[src/rtl/microseq.sv]
// microseq: micro-PC sequencer for the multicycle ARM core, choosing the next control-store
// address from the sequencing field, Op/Funct dispatch and memory wait, with retire/error tracking.
module microseq #(
    parameter int UPC_W   = 5,
    parameter int TIMEOUT = 15,
    parameter int CNT_W   = 32
) (
    input  logic             clk,
    input  logic             reset,
    input  logic [1:0]       Op,
    input  logic [5:0]       Funct,
    input  logic [2:0]       seq_ctl,
    input  logic [UPC_W-1:0] jump_addr,
    input  logic             mem_req,
    input  logic             mem_ready,
    output logic [UPC_W-1:0] upc,
    output logic             stall,
    output logic             instr_done,
    output logic             dispatch_err,
    output logic             bus_err,
    output logic [CNT_W-1:0] retired
);
    localparam int WAIT_W = $clog2(TIMEOUT + 1);
    localparam logic [WAIT_W-1:0] WAIT_LAST = WAIT_W'(TIMEOUT - 1);
    localparam logic [UPC_W-1:0] FETCH  = '0;
    localparam logic [UPC_W-1:0] MEMADR = UPC_W'(2);
    localparam logic [UPC_W-1:0] MEMRD  = UPC_W'(3);
    localparam logic [UPC_W-1:0] MEMWR  = UPC_W'(5);
    localparam logic [UPC_W-1:0] EXECR  = UPC_W'(6);
    localparam logic [UPC_W-1:0] EXECI  = UPC_W'(7);
    localparam logic [UPC_W-1:0] BRANCH = UPC_W'(9);
    logic [UPC_W-1:0]  upc_q, upc_d, seq_upc, disp1, disp2;
    logic [WAIT_W-1:0] wait_q, wait_d;
    logic [CNT_W-1:0]  retired_q;
    logic              done_q, done_d, disp_err_q, disp_err_d, bus_err_q, bus_err_d, timeout;
    assign stall = mem_req & ~mem_ready & ~reset;
    always_comb begin
        disp1      = Op == 2'b00 ? (Funct[5] ? EXECI : EXECR) : Op == 2'b01 ? MEMADR : Op == 2'b10 ? BRANCH : FETCH;
        disp2      = Funct[0] ? MEMRD : MEMWR;
        seq_upc    = seq_ctl == 3'b000 ? upc_q + 1'b1 : seq_ctl == 3'b001 ? jump_addr :
                     seq_ctl == 3'b010 ? disp1 : seq_ctl == 3'b011 ? disp2 : FETCH;
        timeout    = stall && wait_q == WAIT_LAST;
        upc_d      = timeout ? FETCH : stall ? upc_q : seq_upc;
        wait_d     = stall && !timeout ? wait_q + 1'b1 : '0;
        // Only deliberate returns to FETCH retire; illegal dispatch and timeout do not.
        done_d     = !stall && (seq_ctl[2] || (seq_ctl == 3'b001 && jump_addr == FETCH));
        disp_err_d = disp_err_q | (!stall && seq_ctl == 3'b010 && Op == 2'b11);
        bus_err_d  = bus_err_q | timeout;
    end
    always_ff @(posedge clk) begin
        if (reset) begin
            upc_q      <= '0;
            wait_q     <= '0;
            done_q     <= 1'b0;
            disp_err_q <= 1'b0;
            bus_err_q  <= 1'b0;
            retired_q  <= '0;
        end else begin
            upc_q      <= upc_d;
            wait_q     <= wait_d;
            done_q     <= done_d;
            disp_err_q <= disp_err_d;
            bus_err_q  <= bus_err_d;
            retired_q  <= retired_q + CNT_W'(done_d);
        end
    end
    assign upc          = upc_q;
    assign instr_done   = done_q;
    assign dispatch_err = disp_err_q;
    assign bus_err      = bus_err_q;
    assign retired      = retired_q;
endmodule

[config.mk]
export PLATFORM = sky130hd
export DESIGN_NAME = microseq
export DESIGN_NICKNAME = d
export VERILOG_FILES = /design/src/rtl/microseq.sv
export SDC_FILE = /design/constraint.sdc
export NUM_CORES = 1
export LEC_CHECK = 0
export BUFFER_PORTS_ARGS = -buffer_cell sky130_fd_sc_hd__buf_2
export CORE_AREA = 2 2 68 70
export DETAILED_ROUTE_END_ITERATION = 6
export DIE_AREA = 0 0 70 72
export HOLD_SLACK_MARGIN = 0.02
export PLACE_DENSITY_LB_ADDON = 0.08
export SYNTH_ARGS = -nofsm -noshare
export SYNTH_HDL_FRONTEND = slang
export SYNTH_SLANG_ARGS = --single-unit
[constraint.sdc]
create_clock -name clk -period 3.5 [get_ports clk]
set_clock_uncertainty 0.2 [all_clocks]
set_input_delay 0.35 -clock clk [delete_from_list [all_inputs] [get_ports clk]]
set_output_delay 0.35 -clock clk [all_outputs]
set_load 0.05 [all_outputs]
==> run_results.csv, run 1 <==
group,metric,value,unit
status,status,"completed",
place,dp_hpwl,3420,um
layout,regArea,881,um^2
layout,utilization,61.4,%
logic_synthesis,synth_flop_cell,"dfxtp_1",
logic_synthesis,synth_fp_nets,282,
detailed_routing,dr.pass1.iters,4,
floorplanning,ios,61,
detailed_routing,wl_per_cell,13.0,um
detailed_routing,drc,0,
timing,relSlewSlack,73.4,%
floorplanning,core,4260,um^2
detailed_routing,vias,2054,
global_routing,grt_overflow,0,
layout,multi_input_area,1200,um^2
floorplanning,die_h,72,um
clock_network,clkSinkCount,44,
critical_path,path_max_fanout,11,
global_routing,grt_pass1_vias,1759,
clock_network,postCtsHoldBufs,0,
detailed_routing,drt-initial-drc-count,144,
detailed_routing,wirelength,4730,um
layout,fin_nets,336,
floorplanning,placementRows,24,
clock_network,cts_setup_buffers,0,
logic_synthesis,synth_edf_count,0,
logic_synthesis,yosysWarnings,0,
layout,drive_gt1_share,25.0,%
timing,setup_tns,0,ns
timing,fin_crit_sh,82.9,%
timing,fmax,0.344,GHz
floorplanning,dieWidth,70,um
timing,setup_viol,0,
global_routing,grt.total_usage,19.1,%
logic_synthesis,synthesis.area,2170,um^2
place,io_buffers,56,
clock_network,clockBufferDepth,2,
critical_path,crit_path_end_kind,"flip-flop",
power,ir_drop,0.000209,V
logic_synthesis,synthArstFlopShare,0,%
global_routing,grt_pass1_wl,7850,um
critical_path,worstSetupPathType,"input port to flip-flop",
clock_network,clk_root_buffer_cell,"clkbuf_8",
detailed_routing,ant_nets,0,
place,gp_congestion,0.788,
floorplanning,start_util,50.9,%
logic_synthesis,ys_seq_elements,44,
layout,diodes,0,
logic_synthesis,synth_cell_types,41,
clock_network,cts_tree,"done",
timing,min_period,2.90,ns
layout,stdcell_area,2620,um^2
clock_network,cts-resized-gates,0,
timing,final-hold-violation-count,0,
logic_synthesis,syn_avg_cell_area,8.44,um^2
detailed_routing,via_per_inst,5.64,
power,powerDensity,387,nW/um^2
power,p_leak,1.07,nW
clock_network,cts_max_level,2,
critical_path,worstPathArrival,2.89,ns
worst_hold_path,hold_class,"input port to flip-flop",
floorplanning,die_area,5040,um^2
clock_network,cts_buffers,5,
critical_path,crit_required,3.48,ns
timing,grt_setup_unrepaired,"false",
flow_run,drv_cap,0,
place,dpl-instance-area,2490,um^2
global_routing,antenna_found_initial,0,
clock_network,clk_latency,0.29,ns
critical_path,start_kind,"input port",
timing,tightestPinTransition,0.399,ns
layout,syn_to_final_growth,20.6,%
layout,nFillCells,407,
timing,final-max-slew-violation-count,0,
logic_synthesis,synth-seq-area-share,40.6,%
clock_network,clk_pin_slew,0.08,ns
global_routing,grt_max_degree,40,
logic_synthesis,postSynthCellCount,257,
-- cell usage in the layout (no fill, tap or decap), types with 3 or more instances in the layout --
cell      instances
xnor2_1           4
nand2_1          15
o31ai_1          10
mux2_2            3
and4_1            5
nor2_1           27
nand4_1          10
xor2_1           11
or4_1            11
nand3_1          14
buf_2            56
dfxtp_1          44
ha_1              5
inv_1             7
buf_4             4
a21oi_1          22
clkbuf_8          7
nor3_1            6
nor2b_1           5
and3_1            3
nor4_1            4
or3_1             6
o21ai_0          10
-- cells in the mapped netlist (all sizes together), types with 8 or more instances --
master	n	area (um^2)
dfxtp	44	881
nor2	27	101
a21oi	22	110
nand2	15	56.3
nand3	14	70.1
nand4	12	87.6
or4	11	82.6
xor2	11	96.3
o21ai	10	50.1
o31ai	10	75.1
clkbuf	8	30.0
-- registers in the layout (all words and copies together), names as in the netlist --
signal and count:
bus_err 1, dispatch_err 1, instr_done 1, retired 32, upc 5, wait_q 4
-- where the power goes --
group	total, mW	switching [mW]	internal (mW)
logic	0.0807	0.0539	0.0268
registers	0.512	0.00561	0.507
clock network	0.419	0.167	0.252
-- final timing paths --
kind / start / end / slack (ns) / cells after the start
setup / recovery: seq_ctl[0] / retired[24]$_SDFF_PP0_ / 0.60 / 11
hold / removal: Op[0] / dispatch_err$_SDFF_PP0_ / 0.14 / 3
setup reg to reg: retired[0]$_SDFF_PP0_ / retired[24]$_SDFF_PP0_ / 1.18 / 7
hold reg to reg: dispatch_err$_SDFF_PP0_ / dispatch_err$_SDFF_PP0_ / 0.28 / 2
-- cells by family (layout without fill, tap and decap cells) --
group	Yosys count	in the layout	share of synthesized area (%)
buffers and inverters	21	76	3.86
and+or+nand+nor	118	118	30.4
muxes	4	4	2.59
DFF	44	44	40.6
AOI/OAI and AO/OA	50	50	13.6
xor gates and xnor gates	15	15	6.06
adders and majority gates	5	5	2.88
-- worst max-delay path, stage by stage --
cell and delay, ns:
buf_2 0.18, nor3b_1 0.34, a31oi_1 0.17, nor2_1 0.15
ha_1 0.20, ha_1 0.24, and4_1 0.34, nand4_1 0.12
buf_4 0.19, nor4_1 0.25, mux2_2 0.36
-- final cells by class --
class	count	area share, %
clock inverters	1	1.15
well taps	52	2.49
clock buffers	7	3.68
flip-flops and latches	44	33.7
repair buffers	60	11.9
multi-input cells	192	46.0
inverters	8	1.15
-- metrics by stage --
stage	cells	power, mW	hold WS [ns]	setup WS [ns]
final	364	1.01	0.138	0.597
after global routing	364	1.06	0.158	0.360
after CTS	364	1.03	0.131	0.622
after detailed placement	356	0.605	0.257	0.302
after global placement	356	0.605	0.255	0.344
after floorplan	257	0.580	0.241	0.0807
-- per-layer routing --
| layer | wire, um | global-route usage (%) |
|---|---|---|
| met3 | 229 | 5.42 |
| met5 | 0 | 0 |
| met4 | 68 | 7.05 |
| met2 | 2240 | 32.1 |
| met1 | 2190 | 23.7 |
No activity file was read; power rests on OpenSTA's default activity.
==> run 2: changes to the inputs <==
--- a/config.mk
+++ b/config.mk
@@ -6,9 +6,9 @@
 export NUM_CORES = 1
 export LEC_CHECK = 0
 export BUFFER_PORTS_ARGS = -buffer_cell sky130_fd_sc_hd__buf_2
-export CORE_AREA = 2 2 68 70
+export CORE_AREA = 2 2 71 73
 export DETAILED_ROUTE_END_ITERATION = 6
-export DIE_AREA = 0 0 70 72
+export DIE_AREA = 0 0 73 75
 export HOLD_SLACK_MARGIN = 0.02
 export PLACE_DENSITY_LB_ADDON = 0.08
 export SYNTH_ARGS = -nofsm -noshare
==> constraint.sdc (replaced) <==
create_clock -name clk -period 2.5 [get_ports clk]
set_clock_uncertainty 0.2 [all_clocks]
set_input_delay 0.25 -clock clk [delete_from_list [all_inputs] [get_ports clk]]
set_output_delay 0.25 -clock clk [all_outputs]
set_load 0.05 [all_outputs]
==> run_results.csv, run 2 (same netlist as run 1, synthesis figures left out) <==
group,metric,value,unit
power,switchingPower,316,uW
detailed_routing,drt-initial-drc-count,100,
critical_path,crit_path_end_kind,"flip-flop",
layout,nFillCells,430,
detailed_routing,vias,2155,
worst_hold_path,hp-start,"Op[0]",
detailed_routing,via_per_inst,5.64,
timing,tightestPinTransition,0.411,ns
clock_network,cts_buffers,5,
detailed_routing,ant_nets,0,
timing,grt_setup_unrepaired,"false",
timing,setup_viol,0,
detailed_routing,dr.pass1.iters,4,
critical_path,crit_chain,"buf_2 > nor3b_4 > a31oi_1 > nor2_1 > ha_2 > ha_4 > and4_4 > nand4_1 > buf_4 > or4_1 > a21oi_1",
power,powerDensity,470,nW/um^2
floorplanning,start_util,46.6,%
detailed_routing,drc,0,
floorplanning,core,4660,um^2
global_routing,grt_max_degree,40,
critical_path,r2r_start,"retired[19]$_SDFF_PP0_",
floorplanning,die_h,75,um
timing,final-hold-violation-count,0,
layout,utilization,59.2,%
status,status,"completed",
timing,setup_tns,0,ns
clock_network,clk_latency,0.29,ns
timing,holdWs,0.0350,ns
power,power.share.sequential,55.4,%
place,io_buffers,56,
critical_path,r2r_cells,4,
critical_path,r2r_slack,0.27,ns
critical_path,worstSetupPathType,"input port to flip-flop",
clock_network,cts_setup_buffers,0,
timing,fmax,0.438,GHz
layout,syn_to_final_growth,27.2,%
critical_path,critical_path_buf_inv_count,2,
place,pre_cts_ws,-0.0857,ns
flow_run,drv_cap,0,
power,p_leak,1.14,nW
global_routing,grt.total_usage,19.9,%
global_routing,grt_overflow,0,
critical_path,slowest_stage,"or4_1",
worst_hold_path,holdPathStages,3,
layout,diodes,0,
layout,largest_register_ffs,32,
layout,stdcell_area,2760,um^2
power,ir_drop,0.000328,V
critical_path,reg2reg_to,"retired[31]$_SDFF_PP0_",
layout,fin_nets,352,
critical_path,crit_required,2.52,ns
clock_network,clk_pin_slew,0.08,ns
global_routing,antenna_found_initial,0,
place,dpl-instance-area,2670,um^2
critical_path,critPathMaxStageDelay,0.46,ns
global_routing,grt_pass1_wl,8800,um
worst_hold_path,hold_class,"input port to flip-flop",
critical_path,worstPathArrival,2.30,ns
timing,relSlewSlack,72.6,%
floorplanning,die_area,5480,um^2
layout,layout_commonest_cell,"buf_2",
detailed_routing,wirelength,5060,um
detailed_routing,wl_per_cell,13.2,um
place,gp_congestion,0.787,
floorplanning,placementRows,25,
clock_network,cts_tree,"done",
timing,setup_ws,0.219,ns
critical_path,path_max_fanout,10,
critical_path,start_kind,"input port",
power,p_int,981,uW
layout,mostFrequentLayoutCells,"buf_2, dfxtp_1, nor2_1",
clock_network,postCtsHoldBufs,0,
floorplanning,ios,61,
critical_path,path_depth,11,
clock_network,clkSinkCount,44,
floorplanning,dieWidth,73,um
clock_network,cts_max_level,2,
layout,drive_gt1_share,29.9,%
power,power_frac_comb,9.7,%
timing,final-max-slew-violation-count,0,
global_routing,grt_pass1_vias,1894,
timing,min_period,2.28,ns
worst_hold_path,hold_path_end,"dispatch_err$_SDFF_PP0_",
clock_network,clockBufferDepth,2,
power,swShare,24.4,%
power,pwr-share-clk,34.9,%
timing,fin_crit_sh,91.2,%
critical_path,cp_top_family,"simple AND/OR/NAND/NOR gates",
clock_network,cts-resized-gates,0,
place,dp_hpwl,3710,um
clock_network,clk_root_buffer_cell,"clkbuf_8",
## run 2: metal layers
layer | wire length, um | global-route usage, %
met1 | 2480 | 27.8
met2 | 2320 | 31.8
met3 | 216 | 4.69
met4 | 34 | 3.70
met5 | 0 | 0
## run 2: worst max path at each step
stage                from                      to  slack [ns]
4_1_cts        seq_ctl[1]  retired[22]$_SDFF_PP0_        0.22
6_report       seq_ctl[1]  retired[22]$_SDFF_PP0_        0.22
5_1_grt        seq_ctl[1]  retired[29]$_SDFF_PP0_        0.09
3_3_place_gp   seq_ctl[1]  retired[22]$_SDFF_PP0_       -0.09
3_5_place_dp   seq_ctl[1]  retired[22]$_SDFF_PP0_       -0.09
2_1_floorplan  seq_ctl[1]  retired[26]$_SDFF_PP0_       -0.07
## run 2: power by group through the flow
| stage | Sequential, mW | Clock (mW) | Combinational (mW) |
|---|---|---|---|
| 2_1_floorplan | 0.764 | 0 | 0.0581 |
| 3_3_place_gp | 0.735 | 0 | 0.125 |
| 3_5_place_dp | 0.735 | 0 | 0.126 |
| 4_1_cts | 0.719 | 0.469 | 0.127 |
| 5_1_grt | 0.720 | 0.504 | 0.137 |
| 6_report | 0.718 | 0.453 | 0.126 |
## run 2: layout make-up
class | instances | area (um^2) | share of cell area, %
Multi-Input combinational cell | 192 | 1250 | 45.2
Inverter | 8 | 42.5 | 1.54
Timing Repair Buffer | 76 | 430 | 15.6
Clock buffer | 8 | 90.1 | 3.26
Sequential cell | 44 | 881 | 31.9
Tap cell | 54 | 67.6 | 2.45
## run 2: through the flow
stage / total power, mW / instances
6_report: 1.30 / 382
5_1_grt: 1.36 / 382
4_1_cts: 1.31 / 382
3_5_place_dp: 0.862 / 374
3_3_place_gp: 0.860 / 374
2_1_floorplan: 0.823 / 257
## run 2: worst reg2reg max path, cell delays in order, from the launching register on
cell,delay (ns)
dfxtp_1,0.43
nand4_1,0.21
or4_1,0.69
or4_1,0.51
a21oi_1,0.14
